==> config.mk <==
export PLATFORM = sky130hd
export DESIGN_NAME = exc_sequencer
export DESIGN_NICKNAME = d
export VERILOG_FILES = /design/src/rtl/exc_pkg.sv /design/src/rtl/exc_sequencer_irq_prio_enc.sv /design/src/rtl/exc_sequencer.sv
export SDC_FILE = /design/constraint.sdc
export NUM_CORES = 1
export LEC_CHECK = 0
export CAP_MARGIN = 0
export CORE_AREA = 2 2 55 57
export DETAILED_ROUTE_END_ITERATION = 7
export DIE_AREA = 0 0 57 59
export PLACE_DENSITY = 0.7
export SETUP_SLACK_MARGIN = 0.1
export SYNTH_ARGS = -nofsm -noshare
export SYNTH_HDL_FRONTEND = slang
export SYNTH_SLANG_ARGS = --single-unit
==> constraint.sdc <==
create_clock -name clk -period 2.3 [get_ports clk]
set_clock_uncertainty 0.15 [all_clocks]
set_input_delay 0.46 -clock clk [delete_from_list [all_inputs] [get_ports clk]]
set_output_delay 0.46 -clock clk [all_outputs]
set_load 0.02 [all_outputs]
==> src/rtl/exc_pkg.sv <==
// exc_pkg: shared state encoding and cause codes for the exception sequencer
package exc_pkg;
  typedef enum logic [1:0] {S_IDLE, S_RAISE, S_HANDLER} state_t;
  localparam logic [3:0] EST_NONE = 4'd0;
  localparam logic [3:0] EST_BADOP = 4'd1;
  localparam logic [3:0] EST_IRQ_BASE = 4'd2;
  function automatic logic [3:0] irq_code(input logic [3:0] i);
    return i + EST_IRQ_BASE;
  endfunction
endpackage

==> src/rtl/exc_sequencer_irq_prio_enc.sv <==
// irq_prio_enc: lowest-index-first priority encoder over eligible irq requests
//   req   in  NIRQ  pend & ~mask
//   valid out 1     any request present
//   idx   out 4     lowest set index
module irq_prio_enc #(parameter int NIRQ = 4) (
  input  logic [NIRQ-1:0] req,
  output logic            valid,
  output logic [3:0]      idx
);
  always_comb begin
    valid = |req;
    idx = '0;
    for (int i = NIRQ - 1; i >= 0; i--) if (req[i]) idx = 4'(i);
  end
endmodule

==> src/rtl/exc_sequencer.sv <==
// exc_sequencer: picks badop/irq causes by priority and drives datapath Exc/EStatus
//   clk, reset (sync, active-low); badop, irq, ERet, ExcAck, mask_we, mask_wdata in
//   Exc, EStatus, busy, fault registered out; irq_ack decoded one-hot pulse out
module exc_sequencer import exc_pkg::*; #(
  parameter int NIRQ = 4,
  parameter int ACK_TIMEOUT = 15
) (
  input  logic            clk,
  input  logic            reset,
  input  logic            badop,
  input  logic [NIRQ-1:0] irq,
  input  logic            ERet,
  input  logic            ExcAck,
  input  logic            mask_we,
  input  logic [NIRQ-1:0] mask_wdata,
  output logic            Exc,
  output logic [3:0]      EStatus,
  output logic [NIRQ-1:0] irq_ack,
  output logic            busy,
  output logic            fault
);
  localparam int CW = $clog2(ACK_TIMEOUT + 1);
  state_t state, state_n;
  logic [NIRQ-1:0] pend, mask, irq_q;
  logic [CW-1:0] cnt;
  logic [3:0] idx, sel_idx, est_n;
  logic sel_valid, timeout, fault_n;
  irq_prio_enc #(.NIRQ(NIRQ)) u_enc (.req(pend & ~mask), .valid(sel_valid), .idx(sel_idx));
  // cnt counts completed RAISE cycles, so the last allowed cycle is ACK_TIMEOUT-1
  assign timeout = cnt == CW'(ACK_TIMEOUT - 1);
  always_comb begin
    state_n = state;
    est_n = EStatus;
    irq_ack = '0;
    fault_n = fault | (badop && state != S_IDLE);
    case (state)
      S_IDLE:
        if (badop || sel_valid) begin
          state_n = S_RAISE;
          est_n = badop ? EST_BADOP : irq_code(sel_idx);
        end
      S_RAISE:
        if (ExcAck) begin
          state_n = S_HANDLER;
          irq_ack = EStatus == EST_BADOP ? '0 : NIRQ'(1) << idx;
        end else if (timeout) begin
          state_n = S_IDLE;
          est_n = EST_NONE;
          fault_n = 1'b1;
        end
      S_HANDLER:
        if (ERet) begin
          state_n = S_IDLE;
          est_n = EST_NONE;
        end
      default: state_n = S_IDLE;
    endcase
  end
  always_ff @(posedge clk) begin
    if (!reset) begin
      state <= S_IDLE;
      pend <= '0;
      mask <= '0;
      irq_q <= '0;
      cnt <= '0;
      idx <= '0;
      Exc <= 1'b0;
      EStatus <= EST_NONE;
      busy <= 1'b0;
      fault <= 1'b0;
    end else begin
      state <= state_n;
      // a new edge beats the clear from a same-cycle acknowledge
      pend <= (pend & ~irq_ack) | (irq & ~irq_q);
      irq_q <= irq;
      if (mask_we) mask <= mask_wdata;
      cnt <= state == S_RAISE ? cnt + 1'b1 : '0;
      if (state == S_IDLE) idx <= sel_idx;
      Exc <= state_n == S_RAISE;
      EStatus <= est_n;
      busy <= state_n != S_IDLE;
      fault <= fault_n;
    end
  end
endmodule

==> results of run 1 <==
area by class of cell:
cell class	count	area [µm²]
well taps	31	38.8
repair buffers	30	268
clock buffers	3	22.5
multi-input cells	85	638
flip-flops and latches	26	520
inverters	14	52.6
fillers	237	1170
timing repair:
item | 4_1_cts | 5_1_grt
gates resized for setup | 25 | 2
hold buffers | 0 | 0
setup buffers | 1 | 0
pin swaps | 1 | 1
setup endpoints to repair | 4 | 3
registers in the layout, summed over array words and instances (netlist names):
register / count
Exc: 1
irq_q: 4
idx: 2
busy: 1
pend: 4
mask: 4
fault: 1
EStatus: 3
state: 2
cnt: 4
worst reg2reg max path, cell delays in order, from the launching register on:
cell and delay [ns]:
dfxtp_1 0.37, buf_4 0.13, inv_1 0.07, ha_1 0.20, and2b_2 0.21, a21oi_2 0.12
o21ai_1 0.14, nor4_2 0.27, o21a_1 0.14
where the power goes:
part	switching, µW	internal, µW	leakage, µW
clock network	120	61.3	0.0000138
logic	303	242	0.000446
registers	48.1	522	0.000215
worst paths after layout:
path	end	from
worst max register to register	EStatus[0]	state[0]
worst min register to register	pend[1]	irq_q[1]
worst min-delay path	pend[1]	irq_q[1]
worst max-delay path	irq_ack[1]	state[1]
metal layers:
| metal | global-route usage (%) | vias to the layer above | wire [µm] |
|---|---|---|---|
| met5 | 0 | - | 0 |
| met4 | 6.98 | 0 | 38 |
| met3 | 2.62 | 5 | 81 |
| met2 | 28.4 | 13 | 1170 |
| met1 | 19.0 | 465 | 1120 |
| li1 | - | 497 | - |
kinds of logic (layout without fill, tap and decap cells):
| logic type | count (synthesis) | in the layout | synth area share (%) |
|---|---|---|---|
| AO/OA/AOI/OAI | 26 | 26 | 15.0 |
| XOR/XNOR | 2 | 2 | 1.46 |
| adder cells (fa/ha/maj) | 6 | 6 | 6.25 |
| buffers and inverters | 18 | 47 | 6.04 |
| flip-flops | 26 | 26 | 43.3 |
| multiplexers | 5 | 5 | 4.17 |
| other | 1 | 1 | 0.312 |
| AND/OR/NAND/NOR | 45 | 45 | 23.4 |
Yosys cell counts (all sizes together) (4+ instances only):
library cell / instances
nand2b: 6
nor3: 4
o22ai: 4
nor2b: 6
dfxtp: 26
mux2i: 5
nand2: 14
a21oi: 6
nor2: 6
inv: 14
o21ai: 5
ha: 6
stage by stage:
step / power (µW) / instance area (µm²) / setup TNS [ns]
floorplan: 903 / 1200 / 0
global placement: 1090 / 1500 / -1.34
detailed placement: 1100 / 1500 / -1.45
CTS: 1300 / 1540 / 0
global route: 1380 / 1540 / 0
finish: 1300 / 1540 / 0
==> PnR_summary.wiki, run 1 <==
{| class="wikitable"
! Metric !! Value
|-
| Outcome || finished, final reports clean
|-
| Post-route insts no fill || 189
|-
| Kind of cell adding the most delay to the critical path || flip-flops
|-
| Netlist cell types || 40
|-
| DR WL/cell || 12.7 µm
|-
| Max IR drop VDD || around 0.00066 V
|-
| DRC errors left || 0
|-
| CP cell instances || inv_1, ha_1, o311ai_4, nor3_2, buf_2
|-
| Count of flip-flops with a built-in enable after synthesis || 0
|-
| Core area || 2710 µm²
|-
| Clock buffer count from CTS || 3
|-
| Logic depth of the worst register-to-register path || 8
|-
| Depth of the worst hold-timing path || 1
|-
| Number of flip-flops and latches in the synthesized netlist || 26
|-
| Minimum setup slack in the final design || roughly 0.22 ns
|-
| Hold slack || 0.288 ns
|-
| Min Tclk post-route || 2.08 ns
|-
| Most frequent cells in the layout || 26 x dfxtp_1, 18 x clkdlybuf4s50_1, 14 x inv_1, 14 x nand2_1, 8 x buf_4
|-
| Wire length reported by the detailed router || between 2000 and 2500 µm
|-
| Site row count || 19
|-
| Stage delay of the slowest cell on the critical path || 0.33 ns
|-
| Pre-CTS worst setup slack || -0.376 ns
|-
| Largest cells by area after synthesis || dfxtp_1 43%, ha_1 6.3%, inv_1 4.4%
|-
| Antenna violations before repair || 0
|-
| Final hold violation count || 0
|-
| Total count of max-transition violations in the final report || 0
|-
| Fraction of registers with async set/reset || 0%
|-
| Area share of the largest cell type after synthesis || 43.3%
|-
| Antenna fix cells || 0
|-
| Synthesis Warnings || 0
|-
| Critical Path Start Type || flop
|-
| Insertion delay of the later-clocked pin in the worst-skew pair || 0.31 ns
|-
| Via count of the first global-routing pass || approximately 1,000
|-
| Longest Clk Path Bufs || 2
|-
| Final period util || around nine tenths
|-
| CTS root buf || clkbuf_4
|-
| DIE HEIGHT || 59 µm
|-
| Final weighted congestion in routability-driven placement || 0.790
|-
| Max-capacitance violation count || 0
|-
| Fraction of layout instances using a drive strength above 1 || 18.4%
|-
| Final antenna-violating net count || 0
|-
| DRC violation total after the first TritonRoute iteration || 19
|-
| Synth Net Count || approximately 150
|-
| Cell with the largest stage delay on the worst path || dfxtp_1
|-
| Worst setup path category || flop to primary output
|-
| Leakage dissipation || 0.000674 µW
|-
| Mean instance size in the synthesized netlist || 9.31 µm²
|-
| Fmax || approximately 0.48 GHz
|-
| First-pass GRT wire length || 4220 µm
|-
| Congestion Overflow GR || 0
|-
| Starting density of the core || 44.3%
|-
| Total track usage || 16.0%
|-
| DP HPWL || 1900 µm
|-
| Worst setup EP type || primary output
|-
| Worst path buffer plus inverter count || 2
|-
| Count of pins on the block boundary || 25
|-
| Power Density || 842 nW/µm²
|-
| Commonest non-fill, non-tap cell in the layout || dfxtp_1
|-
| Maximum level of the CTS H-tree || 1
|-
| Largest net degree at the start of global routing || 14
|-
| CP Max Fanout || 4
|-
| Die Wd || 57 µm
|-
| Area leader, netlist || dfxtp_1
|-
| P&R area growth vs syn || 28.2%
|-
| Utilization of the core after routing || 56.8%
|-
| DIE AREA || 3360 µm²
|-
| Sequential area share after synthesis || 43.3%
|-
| Setup-failing EPs final || 0
|-
| Clock tree from TritonCTS || done
|-
| Reg-to-reg slack, setup || 0.45 ns
|-
| Setup repair after global routing missed its margin || no
|-
| Number of buffer cells added on primary ports || 23
|-
| CTS clk-pin slew, worst paths || approximately 0.12 ns
|-
| Post-Synthesis Cells || around 130
|-
| Detailed-router iteration count before antenna repair || 4
|-
| Mapped Area || approximately 1200 µm²
|-
| Critical path data required time || around 1.7 ns
|-
| Net count reported at finish || 180
|-
| Via/cell ratio || 5.19
|-
| # clock sinks || 26
|-
| Worst Hold Class || flop to flop
|-
| Number of gates on the worst path with buffers counted || 5
|-
| Vias post-DR || 980
|-
| Top flip-flop cell by instance count after synthesis || dfxtp_1
|-
| Placed Instances || around 190
|-
| Worst path arrival time || 1.47 ns
|}
(Power assumes the default switching activity.)
==> run 2: changes to the inputs <==
Settings changed: CORE_AREA 2 2 55 57 to 3 3 56 58, DIE_AREA 0 0 57 59 to 0 0 59 61.
==> run 2 against run 1 <==
Effect of this change: first-iteration DRC count up 110%; non-clock buffer count up 6; design area up 5.6%; combinational power up 8.3%; global-route usage up 0.77 points; core utilization up 3.2 points; critical endpoint is now irq_ack[0].
==> PnR_summary.wiki, run 2 (synthesis gave the netlist of run 1 again) <==
{| class="wikitable"
! Metric !! Value
|-
| Clock buffer count from CTS || 3
|-
| Routed length on met3 || 121 µm
|-
| CP startpoint || state[0]
|-
| Setup repair after global routing missed its margin || no
|-
| Post-route insts no fill || 196
|-
| Core area || 2710 µm²
|-
| Net count reported at finish || ~190
|-
| CTS root buf || clkbuf_4
|-
| # clock sinks || 26
|-
| Total track usage || roughly 17%
|-
| Placed Instances || 185
|-
| Congestion Overflow GR || 0
|-
| Hold slack || 0.290 ns
|-
| Final period util || 89.0%
|-
| Critical path data required time || 1.69 ns
|-
| DIE HEIGHT || 61 µm
|-
| Antenna violations before repair || 0
|-
| Most frequent cells in the layout || 26 x dfxtp_1, 18 x clkdlybuf4s50_1, 15 x buf_4
|-
| Reg-to-reg slack, setup || around 0.34 ns
|-
| Antenna fix cells || 0
|-
| DRC violation total after the first TritonRoute iteration || 40
|-
| Leakage dissipation || 0.000713 µW
|-
| Maximum level of the CTS H-tree || 1
|-
| Power Density || 913 nW/µm²
|-
| CP Max Fanout || 4
|-
| DIE AREA || 3600 µm²
|-
| DP HPWL || 1930 µm
|-
| First-pass GRT wire length || 4540 µm
|-
| Fraction of layout instances using a drive strength above 1 || between 20% and 30%
|-
| Total count of max-transition violations in the final report || 0
|-
| Commonest non-fill, non-tap cell in the layout || dfxtp_1
|-
| Logic depth of the worst register-to-register path || 10
|-
| Critical hold path startpoint || irq_q[1]
|-
| Outcome || finished, final reports clean
|-
| Critical Path Sink || irq_ack[0]
|-
| Wire length on met1 || about 1100 µm
|-
| Count of pins on the block boundary || 25
|-
| Site row count || 19
|-
| Worst Hold Class || flop to flop
|-
| Final hold violation count || 0
|-
| Worst setup EP type || primary output
|-
| Insertion delay of the later-clocked pin in the worst-skew pair || roughly 0.34 ns
|-
| Worst path arrival time || 1.44 ns
|-
| Setup-failing EPs final || 0
|-
| Routed length on met2 || 1330 µm
|-
| Worst r2r src || EStatus[0]
|-
| Highest metal layer used by the detailed router || met4
|-
| Clock tree from TritonCTS || done
|-
| CTS clk-pin slew, worst paths || 0.15 ns
|-
| Vias post-DR || 1,007
|-
| Largest net degree at the start of global routing || 16
|-
| Fmax || 0.489 GHz
|-
| Endpoint of the worst register-to-register path || pend[0]
|-
| Starting density of the core || 44.3%
|-
| Via/cell ratio || 5.14
|-
| Min Tclk post-route || approximately 2 ns
|-
| Critical Path Start Type || flop
|-
| Number of buffer cells added on primary ports || 23
|-
| Max IR drop VDD || between 0.0005 and 0.0006 V
|-
| Longest Clk Path Bufs || 2
|-
| P&R area growth vs syn || 35.4%
|-
| Final antenna-violating net count || 0
|-
| Wire length reported by the detailed router || 2690 µm
|-
| Die Wd || just under 60 µm
|-
| Via count of the first global-routing pass || 1,114
|-
| Max-capacitance violation count || 0
|-
| Detailed-router iteration count before antenna repair || 4
|-
| Worst setup path category || flop to primary output
|-
| Final weighted congestion in routability-driven placement || 0.885
|-
| DRC errors left || 0
|-
| DR WL/cell || 13.7 µm
|}
-- run 2: cell type report --
type | count | area [µm²]
Fill cell | 246 | 1080
Multi-Input combinational cell | 85 | 651
Sequential cell | 26 | 520
Timing Repair Buffer | 36 | 312
Inverter | 14 | 52.6
Tap cell | 31 | 38.8
Clock inverter | 1 | 30.0
Clock buffer | 3 | 22.5
-- run 2: metrics by stage --
stage	setup TNS [ns]	setup slack, ns	cell area (µm²)	power, µW	util [%]
after floorplan	0	0.354	1200	903	-
after global placement	-1.47	-0.402	1500	1090	55.2
after detailed placement	-1.56	-0.427	1500	1100	55.2
after CTS	0	0.107	1610	1470	59.6
after global routing	0	0.158	1630	1560	60.0
final	0	0.254	1630	1480	60.0
-- run 2: critical path, cell delays in order (launching register included) --
cell and delay (ns):
dfxtp_1 0.41, ha_4 0.18, o311ai_4 0.13, nor3_2 0.20
buf_4 0.18
-- run 2: repair_timing --
item                       in CTS  in global routing
resized for setup              27                  3
setup endpoints to repair       4                  4
pin swaps                       2                  2
setup buffers                   7                  0
hold buffers                    0                  0
-- run 2: metal layers --
layer / track usage [%] / vias up
li1: - / 510
met1: 19.1 / 453
met2: 28.7 / 31
met3: 2.77 / 13
met4: 11.3 / 0
met5: 0 / -
-- run 2: how the worst min path moves through the flow --
stage	to	slack, ns	cells past startpoint
6_report	pend[1]	0.29	1
5_1_grt	pend[1]	0.30	1
4_1_cts	pend[0]	0.29	1
3_5_place_dp	pend[0]	0.27	1
3_3_place_gp	pend[0]	0.26	1
2_1_floorplan	pend[0]	0.26	1
-- run 2: where the power goes --
part           switching, µW  leakage (µW)  internal (µW)
clock                    144     0.0000279            177
combinational            317      0.000470            274
sequential              51.9      0.000215            522
total                    513      0.000713            972
